[src/rtl/reset_sequencer.sv]
// Staged reset sequencer: asynchronous assertion, synchronized and stretched release,
// then ordered per-stage bring-up gated by acknowledges, with a sticky ack-timeout fault.
module reset_sequencer #(
  parameter int SYNC_STAGES = 2,
  parameter int HOLD_CYCLES = 16,
  parameter int NUM_STAGES  = 3,
  parameter int STAGE_GAP   = 4,
  parameter int ACK_TIMEOUT = 255,
  localparam int SW = (NUM_STAGES > 1) ? $clog2(NUM_STAGES) : 1
) (
  input  logic                  sys_clk,
  input  logic                  reset,
  input  logic                  sw_reset_req,
  input  logic [NUM_STAGES-1:0] stage_ack,
  output logic [NUM_STAGES-1:0] stage_rst_n,
  output logic                  sys_ready,
  output logic                  timeout_err,
  output logic [SW-1:0]         err_stage
);

  localparam int CMAX = (HOLD_CYCLES > STAGE_GAP) ? HOLD_CYCLES : STAGE_GAP;
  localparam int CW   = $clog2(CMAX + 1);
  localparam int TW   = (ACK_TIMEOUT > 1) ? $clog2(ACK_TIMEOUT) : 1;

  localparam logic [CW-1:0] HOLD_LAST  = CW'(HOLD_CYCLES - 1);
  localparam logic [CW-1:0] GAP_LAST   = CW'((STAGE_GAP > 0) ? STAGE_GAP - 1 : 0);
  localparam logic [TW-1:0] TO_LAST    = TW'((ACK_TIMEOUT > 0) ? ACK_TIMEOUT - 1 : 0);
  localparam logic [SW-1:0] LAST_STAGE = SW'(NUM_STAGES - 1);

  typedef enum logic [2:0] {
    ST_SYNC     = 3'd0,
    ST_HOLD     = 3'd1,
    ST_WAIT_ACK = 3'd2,
    ST_GAP      = 3'd3,
    ST_READY    = 3'd4,
    ST_FAULT    = 3'd5
  } state_t;

  logic [SYNC_STAGES-1:0] sync_chain;
  logic                   rst_sync;
  state_t                 state, state_nxt;
  logic [CW-1:0]          cnt, cnt_nxt;
  logic [TW-1:0]          tcnt, tcnt_nxt;
  logic [SW-1:0]          stage, stage_nxt;
  logic                   ack_cur;
  logic                   soft_hit;
  logic [NUM_STAGES-1:0]  rel_mask;
  logic [NUM_STAGES-1:0]  rst_n_nxt;
  logic                   ready_nxt;
  logic                   err_nxt;
  logic [SW-1:0]          err_stage_nxt;

  // Deassertion synchronizer: asserted asynchronously, released through SYNC_STAGES flops.
  always_ff @(posedge sys_clk or negedge reset) begin
    if (!reset) begin
      sync_chain <= '0;
    end else begin
      sync_chain <= {sync_chain[SYNC_STAGES-2:0], 1'b1};
    end
  end

  assign rst_sync = sync_chain[SYNC_STAGES-1];
  assign soft_hit = sw_reset_req && (state != ST_SYNC);

  // Ack of the stage currently being waited on; all other acks are ignored.
  always_comb begin
    ack_cur = 1'b0;
    for (int i = 0; i < NUM_STAGES; i++) begin
      ack_cur = ack_cur | (stage_ack[i] && (stage == SW'(i)));
    end
  end

  // State and counters register.
  always_ff @(posedge sys_clk or negedge reset) begin
    if (!reset) begin
      state       <= ST_SYNC;
      cnt         <= '0;
      tcnt        <= '0;
      stage       <= '0;
      stage_rst_n <= '0;
      sys_ready   <= 1'b0;
      timeout_err <= 1'b0;
      err_stage   <= '0;
    end else begin
      state       <= state_nxt;
      cnt         <= cnt_nxt;
      tcnt        <= tcnt_nxt;
      stage       <= stage_nxt;
      stage_rst_n <= rst_n_nxt;
      sys_ready   <= ready_nxt;
      timeout_err <= err_nxt;
      err_stage   <= err_stage_nxt;
    end
  end

  // Next-state and counter logic.
  always_comb begin
    state_nxt = state;
    cnt_nxt   = cnt;
    tcnt_nxt  = tcnt;
    stage_nxt = stage;
    if (soft_hit) begin
      state_nxt = ST_HOLD;
      cnt_nxt   = '0;
      tcnt_nxt  = '0;
      stage_nxt = '0;
    end else begin
      case (state)
        ST_SYNC: begin
          if (rst_sync) begin
            state_nxt = ST_HOLD;
            cnt_nxt   = '0;
          end else begin
            state_nxt = ST_SYNC;
          end
        end
        ST_HOLD: begin
          if (cnt == HOLD_LAST) begin
            state_nxt = ST_WAIT_ACK;
            stage_nxt = '0;
            tcnt_nxt  = '0;
          end else begin
            cnt_nxt = cnt + CW'(1);
          end
        end
        ST_WAIT_ACK: begin
          // A late ack on the expiry edge still wins over the timeout.
          if (ack_cur) begin
            if (stage == LAST_STAGE) begin
              state_nxt = ST_READY;
            end else if (STAGE_GAP == 0) begin
              stage_nxt = stage + SW'(1);
              tcnt_nxt  = '0;
            end else begin
              state_nxt = ST_GAP;
              cnt_nxt   = '0;
            end
          end else if ((ACK_TIMEOUT != 0) && (tcnt == TO_LAST)) begin
            state_nxt = ST_FAULT;
          end else if (ACK_TIMEOUT != 0) begin
            tcnt_nxt = tcnt + TW'(1);
          end else begin
            tcnt_nxt = '0;
          end
        end
        ST_GAP: begin
          if (cnt == GAP_LAST) begin
            state_nxt = ST_WAIT_ACK;
            stage_nxt = stage + SW'(1);
            tcnt_nxt  = '0;
          end else begin
            cnt_nxt = cnt + CW'(1);
          end
        end
        ST_READY: state_nxt = ST_READY;
        ST_FAULT: state_nxt = ST_FAULT;
        default: begin
          state_nxt = ST_SYNC;
          cnt_nxt   = '0;
          tcnt_nxt  = '0;
          stage_nxt = '0;
        end
      endcase
    end
  end

  // Output next values: a stage is released on the edge that enters its ack wait.
  always_comb begin
    rel_mask = '0;
    for (int i = 0; i < NUM_STAGES; i++) begin
      rel_mask[i] = (state_nxt == ST_WAIT_ACK) && (stage_nxt == SW'(i));
    end
    if (soft_hit) begin
      rst_n_nxt = '0;
    end else begin
      rst_n_nxt = stage_rst_n | rel_mask;
    end
    ready_nxt     = (state_nxt == ST_READY);
    err_nxt       = (state_nxt == ST_FAULT);
    err_stage_nxt = (state_nxt == ST_FAULT) ? stage_nxt : '0;
  end

endmodule

[config.mk]
export PLATFORM = sky130hd
export DESIGN_NAME = reset_sequencer
export DESIGN_NICKNAME = d
export VERILOG_FILES = /design/src/rtl/reset_sequencer.sv
export SDC_FILE = /design/constraint.sdc
export NUM_CORES = 1
export LEC_CHECK = 0
export CORE_AREA = 2 2 67 69
export CTS_BUF_LIST = sky130_fd_sc_hd__clkbuf_16
export CTS_CLUSTER_SIZE = 40
export DETAILED_ROUTE_END_ITERATION = 8
export DIE_AREA = 0 0 69 71
export PLACE_DENSITY = 0.59
export RECOVER_POWER = 50
export SLEW_MARGIN = 5
export SYNTH_ARGS = -nofsm -noshare
export SYNTH_HDL_FRONTEND = slang
export SYNTH_SLANG_ARGS = --single-unit
[constraint.sdc]
create_clock -name sys_clk -period 3.7 [get_ports sys_clk]
set_input_delay 0.74 -clock sys_clk [delete_from_list [all_inputs] [get_ports sys_clk]]
set_output_delay 0.74 -clock sys_clk [all_outputs]
set_load 0.01 [all_outputs]
==> reports/summary.md, run 1 <==
The number of CTS-inserted buffers is 3. The floorplan has 24 rows. Once placement finished, the instance area stood at 0.00178 sq mm. The die extent in x was 69 um; the highest attainable clock frequency was 420 MHz. The endpoint required time on the critical path is 3.85 ns, and the core utilization of the finished layout is 44.3%. In this run, synthesis inferred 0 flip-flops with an integrated enable. For the estimated wirelength of the detail-placed design, the log shows 2620 um. 0 antenna diodes ended up in the layout. The logs give 13 for the I/O pin count and 2.53 ns for the data arrival time of the critical path.

Leaving out filler cells and counting taps, the final layout contains 227. After clock tree synthesis, the flow added hold-fix buffers numbering 0. The region available for standard cell placement spans 0.00420 sq mm. Number of global-route vias before repair: 1258. The worst setup slack after placement came out at 1.04 ns.

Routability-driven placement finished with a final weighted congestion of 0.799. Clock tree synthesis found a total of 27 sinks. Of all flip-flops after synthesis, the portion carrying an async set or reset was 100%.

After detailed routing, the number of remaining DRC violations is 0. The final layout contains routed wiring with a total length of 3480 um. Final critical-path setup slack: 1.32 ns.

Summing the sequential cell areas from Yosys gives 41.6% of the chip area. Setup repair after global routing left no endpoint under its margin. Number of nets with antenna violations after routing: 0. The logs give 0 for the count of yosys warnings during synthesis and 0 for the max-capacitance violation count. For the number of antenna violations at the first check in global routing, the log shows 0. Among all flip-flop cells after synthesis, the most frequent one is sky130_fd_sc_hd__dfrtp_1. Along the worst path, the maximum fanout reaches 10.

The cell count after synthesis came out at 164. Compared with the post-synthesis result, the final layout area differs by 14.7%. In the finished design, the share of the clock period the worst path needs comes to 64.4%. TritonCTS built the clock tree. Dividing total power by cell area gives a power density of 331 mW/mm^2. Entering global routing, the biggest net connects 28 pins. The die covers 0.00490 sq mm.

After clock tree synthesis, the clock-pin slew on the worst setup and hold paths is 0.07 ns. After global routing the overflow that remains totals 0. The mean area per synthesized cell was 9.90 sq um. Headroom to the max-slew limit came out at 0.950%. The first detailed-routing pass took 4 iterations. The total of endpoints with negative setup slack in the final report was 0. The tools report the kind of end point of the critical path as a register.

For this configuration, the core starts out at a cell density of 38.6%. The number of levels the H-tree was split into is 1. On the worst path, the slowest cell contributes a delay of 0.61 ns.

Port buffering added 12 buffers. The path type of the worst setup path is in2reg. The violation count after the first detailed-routing iteration was 96; the final-report max-slew violation count was 0.

In this run the worst hold path is classified as reg2reg. After detailed routing, the average wire length per cell comes to 15.3 um. Traced cell by cell, the critical path runs through clkdlybuf4s50_1 > nor3_1 > o21ai_2 > nand2b_4 > mux2_4.

The flow ran to the end, and the final reports show no timing, DRC or antenna violations. The first global-routing pass estimated 6020 um of wire. The slowest stage of the critical path belongs to the cell sky130_fd_sc_hd__nor3_1. In this run the static leakage power is 0.000789 uW. The number of nets in the synthesized netlist is 177. After routing, the total negative slack on setup checks comes to 0 ns.

The count of final hold-check violations was 0; the buffer count from post-CTS setup fixing was 0. The number of vias per cell after detailed routing is 5.61, and the slew of the pin with the lowest slew margin is 1.49 ns. The clock reaches the later pin of the worst-skew pair after 0.26 ns. The clock arrives with 0.00440 ns of skew. No sink is reached through more buffers than the 2 on the longest clock path.

The number of nets in the layout was 189. STA classifies the critical path startpoint as a primary input. Overall via count from detail_route: 1273. The cell area after layout came out at 0.00186 sq mm. Of the cells placed in the final design, the portion with a size suffix greater than 1 is 9.71%.

The die is 71 um tall. The number of synthesized register bits was 27; the peak supply drop was 244 uV. The logs give 223 for the number of placed instances, taps included and 0.00162 sq mm for the cell area after synthesis. The tree is rooted in a sky130_fd_sc_hd__clkbuf_16. For the overall global routing resource usage, the log shows 15.3%.

Once the clock tree was built, the resizer swapped 0 gates to a different size. The count of distinct cell types in the synthesized netlist was 53; the time the worst path needs with I/O delays and setup was 2.38 ns.
-- placed cells by master (no fill, tap or decap), types with 4 or more instances in the layout --
cell type	instances
sky130_fd_sc_hd__nor2b_1	6
sky130_fd_sc_hd__nand2b_1	4
sky130_fd_sc_hd__nor2_1	10
sky130_fd_sc_hd__o31ai_1	4
sky130_fd_sc_hd__o22ai_1	4
sky130_fd_sc_hd__o21ai_0	8
sky130_fd_sc_hd__dfrtp_1	27
sky130_fd_sc_hd__nand2_1	13
sky130_fd_sc_hd__nand3_1	8
sky130_fd_sc_hd__ha_1	7
sky130_fd_sc_hd__a21oi_1	8
sky130_fd_sc_hd__clkdlybuf4s50_1	9
sky130_fd_sc_hd__nor3_1	4
sky130_fd_sc_hd__inv_1	6
-- cells in the mapped netlist, drive strengths merged, types with 2 or more instances --
master  number  area, sq um
a21o         2         15.0
a21oi        8         40.0
a32o         2         20.0
a41oi        2         17.5
and3         2         12.5
buf          4         25.0
clkbuf       2         7.51
dfrtp       27          676
ha           7         87.6
inv          6         22.5
mux2         2         26.3
nand2       13         48.8
nand2b       5         38.8
nand3        9         50.1
nand3b       3         22.5
nand4        3         25.0
nor2        10         37.5
nor2b        7         51.3
nor3         4         20.0
nor3b        2         15.0
o211ai       2         15.0
o21a         3         30.0
o21ai       10         65.1
o22ai        4         25.0
o31ai        4         30.0
or3          2         12.5
or4          2         15.0
-- flip-flops by register name (all words and copies together), names as in the netlist --
signal and cells:
sys_ready 1, timeout_err 1, cnt 5, stage_rst_n 3
sync_chain 2, err_stage 2, state 3, stage 2
tcnt 8
-- power by group --
part	switching (uW)	internal, uW	total, uW
sequential	8.91	302	311
combinational	31.7	23.4	55.2
clock	105	147	252
total	145	472	618
-- per-layer routing --
layer,wire length (um),global-route usage (%),vias to the layer above
met5,0,0,-
met4,46,5.01,0
met3,144,3.56,5
met2,1770,26.8,31
met1,1510,18.8,607
li1,-,-,630
-- worst paths after layout --
check / start / endpoint / slack [ns] / cells after the start
worst max-delay path: sw_reset_req / tcnt[1] / 1.32 / 5
worst min-delay path: sync_chain[0] / sync_chain[1] / 0.36 / 0
worst max register to register: cnt[0] / tcnt[1] / 1.44 / 8
worst min register to register: sync_chain[0] / sync_chain[1] / 0.36 / 0
max in group asynchronous: reset / cnt[4] / 1.47 / 2
min in group asynchronous: reset / tcnt[3] / 1.36 / 2
-- cell families after synthesis --
kind of cell / after synthesis / share of synthesized area, %
other: 1 / 0.231
AO/OA/AOI/OAI: 48 / 22.9
adder cells (fa/ha/maj): 7 / 5.39
AND/OR/NAND/NOR: 66 / 24.3
buffers and inverters: 12 / 3.39
flip-flops: 27 / 41.6
multiplexers: 3 / 2.23
-- worst max-delay path, delay by kind of cell --
| kind | cells | cell delay [ns] |
|---|---|---|
| AOI/OAI and AO/OA | 1 | 0.20 |
| buffers and inverters | 1 | 0.56 |
| muxes | 1 | 0.29 |
| and+or+nand+nor | 2 | 0.74 |
-- metrics by stage --
step | hold WS, ns | power [uW]
global placement | 0.335 | 370
finish | 0.361 | 618
CTS | 0.369 | 627
global route | 0.378 | 646
detailed placement | 0.353 | 373
floorplan | 0.331 | 351
-- layout make-up --
| class | instances | area [sq um] |
|---|---|---|
| Clock buffer | 3 | 75.1 |
| Fill cell | 412 | 2340 |
| Timing Repair Buffer | 13 | 124 |
| Sequential cell | 27 | 676 |
| Clock inverter | 1 | 7.51 |
| Multi-Input combinational cell | 125 | 893 |
| Tap cell | 52 | 65.1 |
| Inverter | 6 | 22.5 |
(Power assumes the default switching activity.)
==> run 2: changes to the inputs <==
--- a/config.mk
+++ b/config.mk
@@ -10,7 +10,7 @@
 export CTS_CLUSTER_SIZE = 40
 export DETAILED_ROUTE_END_ITERATION = 8
 export DIE_AREA = 0 0 69 71
-export PLACE_DENSITY = 0.59
+export PLACE_DENSITY = 0.61
 export RECOVER_POWER = 50
 export SLEW_MARGIN = 5
 export SYNTH_ARGS = -nofsm -noshare
==> constraint.sdc (replaced) <==
create_clock -name sys_clk -period 2 [get_ports sys_clk]
set_input_delay 0.4 -clock sys_clk [delete_from_list [all_inputs] [get_ports sys_clk]]
set_output_delay 0.4 -clock sys_clk [all_outputs]
set_load 0.01 [all_outputs]
==> run 2 against run 1 <==
Compared with the run above:
- cell area up 19%
- sequential share of layout area down 5.7 points
- total power up 94%
- combinational power rose to 3.0 times the previous value
- clock power up 83%
- sequential cell count unchanged
- register-to-register slack worse by 1.4 ns
- critical path depth up 4
- non-clock buffer count up 29
- final cell count up 13%
- count of clock-buffer cells in the layout unchanged
- global-route usage up 0.40 points
==> reports/summary.md, run 2 (synthesis gave the netlist of run 1 again) <==
For this run the aggregate overflow at the end of global routing stands at 0. The worst hold path was traced through 0 stages. Global routing used 17.6% of the available met1 tracks.

Internal power comes to 915 uW. Detailed placement finished with a half-perimeter wire length of 2880 um. Leaving out fill and tap cells, the most frequent cells in the layout are sky130_fd_sc_hd__dfrtp_1 (27), sky130_fd_sc_hd__buf_4 (27), sky130_fd_sc_hd__nand2_1 (13).

Setup violations remaining at the end of the flow were counted as 0. For the die area, the log shows 0.00490 sq mm. For this run, the top clock speed supported by timing is 500 MHz.

The tools report the number of antenna violations at the first check in global routing as 0. The die is 69 um wide. Standard cell with the maximum stage delay on the critical path: sky130_fd_sc_hd__dfrtp_1.

The filler cells instantiated in the layout total 386. After detailed routing, the number of remaining DRC violations is 0. The run gives 0 as the number of nets with antenna violations after routing. Of the total power, registers draw 47.6%. The tools report the reported net switching power as 283 uW. The peak supply drop was 351 uV. Clock skew on the completed layout was measured at 0.00596 ns. The clock sink count was 27. The worst hold path belongs to the class reg2reg.

The largest registers in the layout are tcnt (8), cnt (5). Final hold analysis gives a worst-case slack of 0.383 ns. The smallest clock period supported by the final layout is computed as 2.00 ns. Across all layers, the routed design uses 1422 vias. The share of the clock period used by the worst path after layout works out to 99.9%. Count of final hold-check violations: 0. After floorplanning, the core was divided into 24 placement rows. The data arrival time of the critical path was 2.14 ns. In this run the most used layer during global routing was met2.

The combinational fraction of design power was 13.9%; the antenna diode count was 0. The post-cts hold buffer count is 0, and the number of vias per cell after detailed routing is 5.55. The pin count of the biggest net entering global routing came out at 28. For the starting density of the core, the log shows 38.6%. TritonCTS built the clock tree. Setup repair after global routing could not meet its margin everywhere. Dividing total power by cell area gives a power density of 542 mW/mm^2. For the proportion of power drawn by the clock network, the log shows 38.6%. The overall global routing resource usage is 15.7%. The number of I/O port buffers works out to 12. Summed over all layers, the routed wires come to 3920 um.

The logs give 1 for the number of levels the H-tree was split into and 218 for the number of nets in the layout. After routing the design area is 0.00221 sq mm. The clock-pin slew reported for the worst setup and hold paths after clock tree synthesis works out to 0.07 ns. The run finished with clean final reports.

In this run the deepest clock path goes through 2 buffers. The instance area at placement was 0.00196 sq mm; the share of total power consumed by net switching was 23.6%. The tools report the first-pass GRT wire length as 6390 um.

The number of global-route vias before repair was 1438; the final weighted congestion in routability-driven placement was 0.820. In this run the worst path has a maximum fanout of 3. For this run, global-route usage on met3 was measured as 2.14%. The tree is rooted in a sky130_fd_sc_hd__clkbuf_16. Before antenna repair, the detailed router went through 4 iterations. The detailed router finished its first iteration with 46 violations. The worst setup path is captured at a register. The run gives 0 as the final-report max-slew violation count. For the worst flop-to-flop path, the logic depth is 9. At the pin with the least slew margin, the transition time is 0.674 ns. The region available for standard cell placement spans 0.00420 sq mm. Layout cell share with drive strength beyond 1: 32.4%. tcnt holds more flip-flops than any other register. The register with the most flip-flops in the layout has 8 of them. The clock latency on the worst-skew pair was 0.26 ns; the max-capacitance violation count was 0.

Relative to the synthesized area, the layout overhead comes to 36.1%. From bottom edge to top edge, the die measures 71 um. TritonCTS created 3 clock buffers. For this design the top-level I/O count stands at 13. The leakage component of the power is 0.000970 uW. The signal on the critical path passes through inv_2 > ha_1 > a222oi_1 > buf_4 > o21a_4 > o21ai_4 > buf_4 > o211ai_1 > nand3_2. The tools report the startpoint type of the worst setup path as a register. Path type of the worst setup path: reg2reg. Once placement completed, the tool counted placed cells totaling 244.

Dividing the detail-routed wire length by the instance count gives 15.3 um. The stage delay of the slowest cell on the critical path came out at 0.39 ns. Endpoint required time on the critical path: 2.14 ns.

The most numerous cell type found on the critical path is sky130_fd_sc_hd__buf_4. The normalized max-slew margin was 55.1%; the global routing usage on met2 was 29.9%. The finished layout holds 256 standard cells, fillers aside.
==> run 2: changes by cell type in the layout (fill, tap and decap cells not counted), sizes merged <==
cell	change
buf	+29
clkdlybuf4s50	+2
dlygate4sd3	-2
==> run 2: worst paths after layout <==
check                              start       endpoint  slack (ns)
setup reg to reg                stage[1]        tcnt[4]       0.001
min in group asynchronous          reset         cnt[4]        0.71
max in group asynchronous          reset  sync_chain[0]        0.85
setup / recovery                stage[1]        tcnt[4]       0.001
hold reg to reg            sync_chain[0]  sync_chain[1]        0.38
hold / removal             sync_chain[0]  sync_chain[1]        0.38
==> run 2: power by group through the flow <==
| stage | sequential [uW] | clock [uW] | combinational, uW |
|---|---|---|---|
| 2_1_floorplan | 578 | 0 | 72.1 |
| 3_3_place_gp | 579 | 0 | 142 |
| 3_5_place_dp | 580 | 0 | 150 |
| 4_1_cts | 570 | 473 | 153 |
| 5_1_grt | 572 | 491 | 183 |
| 6_report | 570 | 462 | 166 |
==> run 2: repair_timing <==
| action | CTS | global route |
|---|---|---|
| buffers inserted | 2 | 6 |
| gates resized for setup | 6 | 19 |
| pin swaps | 3 | 13 |
| setup endpoints to repair | 7 | 14 |
==> run 2: worst max-delay path, delay by kind of cell (launching register included) <==
family / cells / cell delay, ns
AOI/OAI and AO/OA: 4 / 0.78
buffers and inverters: 3 / 0.40
DFF: 1 / 0.39
adders and majority gates: 1 / 0.20
and+or+nand+nor: 1 / 0.10
==> run 2: per-layer routing <==
layer / vias to the layer above / wire length (um)
met1: 680 / 1650
li1: 698 / -
met2: 38 / 2090
met4: 0 / 53
met3: 6 / 128
met5: - / 0
==> run 2: final cells by class <==
type                    instances  area [sq um]  share of cell area [%]
flip-flops and latches         27           676                    30.6
well taps                      52          65.1                    2.94
repair buffers                 42           359                    16.3
clock buffers                   3          75.1                    3.40
clock inverters                 1          7.51                   0.340
inverters                       6          22.5                    1.02
multi-input cells             125          1000                    45.5
==> run 2: metrics by stage <==
stage | power, uW | setup TNS, ns | setup WS (ns) | util (%)
6_report | 1200 | 0 | 0.00136 | 52.6
5_1_grt | 1250 | -0.358 | -0.0707 | 52.6
3_5_place_dp | 731 | -2.24 | -0.233 | 46.7
2_1_floorplan | 650 | 0 | 0.00175 | -
3_3_place_gp | 721 | -1.15 | -0.137 | 46.7
4_1_cts | 1200 | -0.00221 | -0.00221 | 49.6
==> run 3: changes to the inputs <==
--- a/config.mk
+++ b/config.mk
@@ -12,7 +12,7 @@
 export DIE_AREA = 0 0 69 71
 export PLACE_DENSITY = 0.61
 export RECOVER_POWER = 50
-export SLEW_MARGIN = 5
+export SLEW_MARGIN = 10
 export SYNTH_ARGS = -nofsm -noshare
 export SYNTH_HDL_FRONTEND = slang
 export SYNTH_SLANG_ARGS = --single-unit
==> results of run 3 <==
Final layout, timing and power as in run 2 (identical DEF).
